## config.mk

```make
export PLATFORM = sky130hd
export DESIGN_NAME = mips_multicycle_ctrl
export DESIGN_NICKNAME = d
export VERILOG_FILES = /design/src/rtl/mips_multicycle_ctrl.sv
export SDC_FILE = /design/constraint.sdc
export NUM_CORES = 1
export LEC_CHECK = 0
export CAP_MARGIN = 20
export CORE_UTILIZATION = 46
export CTS_CLUSTER_DIAMETER = 40
export DETAILED_ROUTE_END_ITERATION = 12
export GPL_TIMING_DRIVEN = 1
export MAX_ROUTING_LAYER = met4
export PLACE_DENSITY_LB_ADDON = 0.25
export REMOVE_ABC_BUFFERS = 1
export SKIP_CTS_REPAIR_TIMING = 1
export SLEW_MARGIN = 20
export SYNTH_ARGS = -nofsm -noshare
export SYNTH_HDL_FRONTEND = slang
export SYNTH_SLANG_ARGS = --single-unit
```

## constraint.sdc

```tcl
create_clock -name clk -period 2.2 [get_ports clk]
set_clock_uncertainty 0.2 [all_clocks]
set_input_delay 0.44 -clock clk [delete_from_list [all_inputs] [get_ports clk]]
set_output_delay 0.44 -clock clk [all_outputs]
set_load 0.03 [all_outputs]
```

## src/rtl/mips_multicycle_ctrl.sv

```systemverilog
// mips_multicycle_ctrl: main control FSM for the multicycle MIPS datapath.
// Ports:
//   clk, reset      - rising-edge clock, synchronous active-high reset
//   Op[5:0]         - instruction opcode (IR[31:26]), sampled in DECODE
//   mem_ready       - memory completed the current access this cycle
//   PCWrite, PCWriteCond, BranchNe, IorD, MemRead, MemWrite, MemtoReg,
//   IRWrite, ALUSrcA, RegWrite, RegDst - datapath enables / selects
//   PCSource[1:0], ALUSrcB[1:0], ALUOp[1:0] - datapath mux selects / ALU op class
//   illegal_op      - pulses in DECODE on an unsupported opcode
//   state[3:0]      - current state, for debug
module mips_multicycle_ctrl (
    input  logic       clk,
    input  logic       reset,
    input  logic [5:0] Op,
    input  logic       mem_ready,
    output logic       PCWrite,
    output logic       PCWriteCond,
    output logic       BranchNe,
    output logic       IorD,
    output logic       MemRead,
    output logic       MemWrite,
    output logic       MemtoReg,
    output logic       IRWrite,
    output logic       ALUSrcA,
    output logic       RegWrite,
    output logic       RegDst,
    output logic [1:0] PCSource,
    output logic [1:0] ALUSrcB,
    output logic [1:0] ALUOp,
    output logic       illegal_op,
    output logic [3:0] state
);
    typedef enum logic [3:0] {
        FETCH = 4'd0, DECODE = 4'd1, MEMADR = 4'd2, MEMREAD = 4'd3,
        MEMWB = 4'd4, MEMWRITE = 4'd5, EXECUTE = 4'd6, ALUWB = 4'd7,
        BRANCH = 4'd8, JUMP = 4'd9, ADDIEX = 4'd10, ADDIWB = 4'd11
    } state_t;

    localparam logic [5:0] OP_R = 6'b000000, OP_LW = 6'b100011, OP_SW = 6'b101011,
                           OP_BEQ = 6'b000100, OP_BNE = 6'b000101, OP_J = 6'b000010,
                           OP_ADDI = 6'b001000;

    state_t st, nxt;
    logic [5:0] op_q;

    always_ff @(posedge clk) begin
        if (reset) begin
            st   <= FETCH;
            op_q <= '0;
        end else begin
            st <= nxt;
            if (st == DECODE) op_q <= Op;
        end
    end

    always_comb begin
        nxt         = st;
        PCWrite     = 1'b0;
        PCWriteCond = 1'b0;
        BranchNe    = 1'b0;
        IorD        = 1'b0;
        MemRead     = 1'b0;
        MemWrite    = 1'b0;
        MemtoReg    = 1'b0;
        IRWrite     = 1'b0;
        ALUSrcA     = 1'b0;
        RegWrite    = 1'b0;
        RegDst      = 1'b0;
        PCSource    = 2'b00;
        ALUSrcB     = 2'b00;
        ALUOp       = 2'b00;
        illegal_op  = 1'b0;
        case (st)
            FETCH: begin
                MemRead = 1'b1;
                ALUSrcB = 2'b01;
                IRWrite = mem_ready;
                PCWrite = mem_ready;
                nxt     = mem_ready ? DECODE : FETCH;
            end
            DECODE: begin
                ALUSrcB = 2'b11;
                case (Op)
                    OP_LW, OP_SW:    nxt = MEMADR;
                    OP_R:            nxt = EXECUTE;
                    OP_BEQ, OP_BNE:  nxt = BRANCH;
                    OP_J:            nxt = JUMP;
                    OP_ADDI:         nxt = ADDIEX;
                    default: begin
                        nxt        = FETCH;
                        illegal_op = 1'b1;
                    end
                endcase
            end
            MEMADR: begin
                ALUSrcA = 1'b1;
                ALUSrcB = 2'b10;
                nxt     = (op_q == OP_LW) ? MEMREAD : MEMWRITE;
            end
            MEMREAD: begin
                MemRead = 1'b1;
                IorD    = 1'b1;
                nxt     = mem_ready ? MEMWB : MEMREAD;
            end
            MEMWB: begin
                RegWrite = 1'b1;
                MemtoReg = 1'b1;
                nxt      = FETCH;
            end
            MEMWRITE: begin
                MemWrite = 1'b1;
                IorD     = 1'b1;
                nxt      = mem_ready ? FETCH : MEMWRITE;
            end
            EXECUTE: begin
                ALUSrcA = 1'b1;
                ALUOp   = 2'b10;
                nxt     = ALUWB;
            end
            ALUWB: begin
                RegWrite = 1'b1;
                RegDst   = 1'b1;
                nxt      = FETCH;
            end
            BRANCH: begin
                ALUSrcA     = 1'b1;
                ALUOp       = 2'b01;
                PCWriteCond = 1'b1;
                PCSource    = 2'b01;
                BranchNe    = (op_q == OP_BNE);
                nxt         = FETCH;
            end
            JUMP: begin
                PCWrite  = 1'b1;
                PCSource = 2'b10;
                nxt      = FETCH;
            end
            ADDIEX: begin
                ALUSrcA = 1'b1;
                ALUSrcB = 2'b10;
                nxt     = ADDIWB;
            end
            ADDIWB: begin
                RegWrite = 1'b1;
                nxt      = FETCH;
            end
            default: nxt = FETCH;
        endcase
        // Reset is synchronous, so the state may still be mid-instruction in the
        // reset cycle; suppress every write so the aborted instruction has no effect.
        if (reset) begin
            PCWrite     = 1'b0;
            PCWriteCond = 1'b0;
            IRWrite     = 1'b0;
            MemWrite    = 1'b0;
            RegWrite    = 1'b0;
            illegal_op  = 1'b0;
        end
    end

    assign state = st;
endmodule

```

* Word level (Yosys, flattened, before mapping)
Cells that the tools add are included.
** Storage, ports and cells
- Bits in latches :: 0
- Word-level logic and storage cells :: 59
- Output and inout port bits :: 22
- Memories kept :: 0
- Register bits :: 10
- ROM bits :: 0
- Memory bits (writable) :: 0
- Input bits :: 9
** Operators by class
- Reduce and logical (&&, ||, !) cells :: 10
- Shifts and indexed selects :: 0
- Bitwise operators :: 0
- Divide/modulo/power cells :: 0
- Muxes and demuxes :: 28
- Magnitude comparators :: 0
- Eq/ne operators :: 19
- $mul :: 0
- Add/subtract/negate cells :: 0
** Operator list (count)
- 4-bit case mux with 7 select lines :: 1
- 4-bit case mux with 5 select lines :: 1
- 1-bit two-way mux :: 19
- 6-bit by 3-bit equality test with 1-bit output, second input constant :: 3
- 6-bit equality test, second input constant :: 3
- 4-bit by 3-bit equality test with 1-bit output, second input constant :: 4
- 4-bit equality test, second input constant :: 4
- 2-bit OR reduction :: 5
- 3-bit two-way mux :: 3
- 4-bit by 2-bit equality test with 1-bit output, second input constant :: 2
- 2-bit case mux with 2 select lines :: 2
- 7-bit OR reduction :: 1
- 6-bit by 2-bit equality test with 1-bit output, second input constant :: 1
- 6-bit by 4-bit equality test with 1-bit output, second input constant :: 1
- 6-bit zero test :: 1
- 2-bit case mux with 3 select lines :: 1
- 4-bit by 1-bit equality test with 1-bit output, second input constant :: 1
- 4-bit zero test :: 1
- 4-bit OR reduction :: 1
- 3-bit OR reduction :: 1
- 1-bit case mux with 2 select lines :: 1

* Logic depth before layout (Yosys ltp)
- Depth after elaboration :: 5
- Mapped depth :: 5
- Gate-level depth less buffers :: 4

* Least setup slack after synthesis
OpenSTA, ideal clock, no wires.
- Path type :: register to output
- From :: register st[3] (netlist: state[3])
- To :: output BranchNe
- Data arrival time :: 2.634 ns
- Buffers on the path :: 0
- Path slack :: -1.074 ns
- Cell stages (with the launch flop) :: 5
- Required time :: 1.560 ns
- Cells stage by stage :: dfxtp_1 > nand2b_1 > nor3_1 > nand2_1 > nor4b_1
** Between the ends
- Word-level cells in the longest chain between the ends :: 2
** RTL lines
- start, declared :: RTL line 43 : state_t st, nxt;
- start signal, assigned :: RTL line 51 : st <= nxt;
- 4-bit equality test :: RTL line 73 : case (st)
- 1-bit two-way mux :: RTL line 73
- end, declared :: RTL line 18 : output logic BranchNe,
No other way between the ends.

* Worst setup path after layout
- From :: register st[2] (netlist: state[2])
- To :: output BranchNe
Same word-level chain as after synthesis.

==> metrics <==
Worst IR Drop VDD=251 uV; area grow syn2layout=74.9%; final worst-path setup slack=-50.0 ps; post-synthesis sequential area ratio=24.8%; CP endpoint kind=primary output; Worst EP required=1560 ps; #FFs+latches synth=10; GRT Util Overall=29.2%; clock-pin slew on the worst setup and hold paths=70 ps; # diodes=0; status=finished with violations; clock root cell=clkbuf_4; global route overflow=0; Worst setup SP type=register; worst skew pair latency=260 ps; Total Power=510 uW; # rows=14; Non-Filler Instances=185; area fraction of the dominant cell type after synthesis=24.8%; cell taking the most area after synthesis=dfxtp_1; Final setup viols=1; die area=1930 um2; Filler cells=64; vias in the first global route=938; IO Port Bufs=30; Max clock buf depth=2; Hold Path Class=register to register; Slew HR=75.5%; worst-path fanout max=7; Final GP Congestion=0.874; # clock sinks=10; I/O pin cnt=31; number of remaining DRC errors=1; DR iter-0 viols=59; starting density of the core=51.3%; PwrDens=361 nW/um2; fin crit share=102%; largest net degree at the start of global routing=14; Cells after DPL=178; final hold violation count=0; Pins Over Slew Limit=0; synth unique cells=33; final wirelength=3230 um; Setup CP Type=register to primary output; ratio of cells with drive above 1 in the final layout=39.6%; Max Freq=444 MHz; H-tree depth=1; Vias/cell=6.17; Final Net Count=179; final instance area=1410 um2; via count=1141; Die Wd=43.9 um; Core ar.=1580 um2; initial antenna violation count=0; die height=43.9 um; Leak Pwr=0.000699 uW; failing checks=DRC, setup timing; Mapped Area=808 um2; first-pass GRT wire length=4100 um; WP data arrival=1610 ps; Core Util, Final=89.7%; cts bufs inserted=3; Final HPWL DP=1910 um; CTS tree=yes; Mapped Avg Cell Area=6.97 um2; post-DR wirelength/cell=17.5 um; Slew @ Worst Pin=362 ps; synth top area cells=dfxtp_1, a21oi_1, nand2_1, nand2b_1, nor2_1; max_cap viols=0; Post-Syn Instances=116; Synth warnings=0; Period minus WS final=2250 ps; RSZ-0062 raised after global routing=yes; post-route ant nets=0; Area after DPL=1230 um2; drt first pass iters=10
[stage by stage]
stage	setup slack [ps]	hold WS (ps)	setup TNS (ps)
floorplan	-1260	225	-3520
global placement	-186	244	-186
detailed placement	-251	248	-266
CTS	-276	257	-866
global route	-79.1	283	-122
finish	-50.0	257	-50.0
[synthesized netlist by cell type]
library cell,count
nand2b_1,8
and2b_1,1
and4b_1,1
a31oi_1,1
buf_2,5
a21oi_1,15
clkbuf_1,3
a211oi_1,1
nor4b_1,2
nor2_1,11
nand4b_1,1
nor2_4,1
o21bai_1,2
or2_1,1
o32a_1,1
nand2_1,16
nor2b_1,3
o21ai_1,1
nor3b_1,5
and2b_2,1
or3b_1,1
or3_1,1
o21ai_0,3
dfxtp_1,10
xnor2_1,1
nor4_1,4
nand3_1,2
a211oi_2,1
o31a_1,1
nor3_1,7
nand2b_4,1
a21o_1,3
o311ai_0,1
[routing by layer]
metal / up-vias / share of wire (%) / track usage [%]
met5: - / 0 / -
met4: 0 / 3.5 / 9.09
met3: 14 / 8.2 / 2.50
met2: 87 / 49 / 50.1
met1: 521 / 39 / 35.9
li1: 519 / - / -
[cell type report]
type / count / area [um2] / area share (%)
clock buffer: 4 / 36.3 / 2.57
multi-input combinational: 98 / 653 / 46.2
sequential: 10 / 213 / 15.0
tap: 16 / 20.0 / 1.42
timing repair buffer: 57 / 492 / 34.8
[cells by family after synthesis]
kind of cell,after synthesis,share of synthesized area (%)
AO/OA/AOI/OAI,30,23.1
XOR/XNOR,1,1.08
buffers and inverters,8,4.49
flip-flops,10,24.8
AND/OR/NAND/NOR,67,46.6
[registers in the layout, indices dropped and copies added (netlist names)]
register,flops
op_q,6
state,4
[cell usage in the layout (no fill, tap or decap), types with 2 or more instances in the layout]
cell type        instances
a21oi_1                 15
nand2b_1                 6
nor3_1                   5
nand2b_4                 3
nor4_1                   4
o21ai_0                  2
o21ai_1                  2
o21bai_1                 2
nor2_1                  11
clkdlybuf4s50_1          2
dfxtp_1                  6
nor3b_2                  2
and2b_2                  2
clkbuf_4                 3
a21o_1                   3
buf_4                   43
nand2_1                 16
nor3b_1                  3
dfxtp_4                  3
dlymetal6s2s_1          11
nor2b_1                  3
[report_power, final]
part           total, uW  internal [uW]  switching, uW
registers            193            185           7.73
clock network        167            100           66.4
logic                150           68.5           81.5
[worst paths after layout]
kind	from	slack, ps	end	cells after the start
max	state[2]$_SDFF_PP0_	-50	BranchNe	5
min	op_q[4]$_SDFFE_PP0P_	260	op_q[4]$_SDFFE_PP0P_	2
max reg2reg	state[3]$_SDFF_PP0_	580	state[1]$_SDFF_PP0_	4
min reg2reg	op_q[4]$_SDFFE_PP0P_	260	op_q[4]$_SDFFE_PP0P_	2
[worst max-delay path, stage by stage, from the launching register on]
cell and delay, ps:
dfxtp_4 390, nand2b_4 160, nor3_4 210, nand2_1 110, nor4b_2 260, buf_4 210
(Power assumes the default switching activity.)
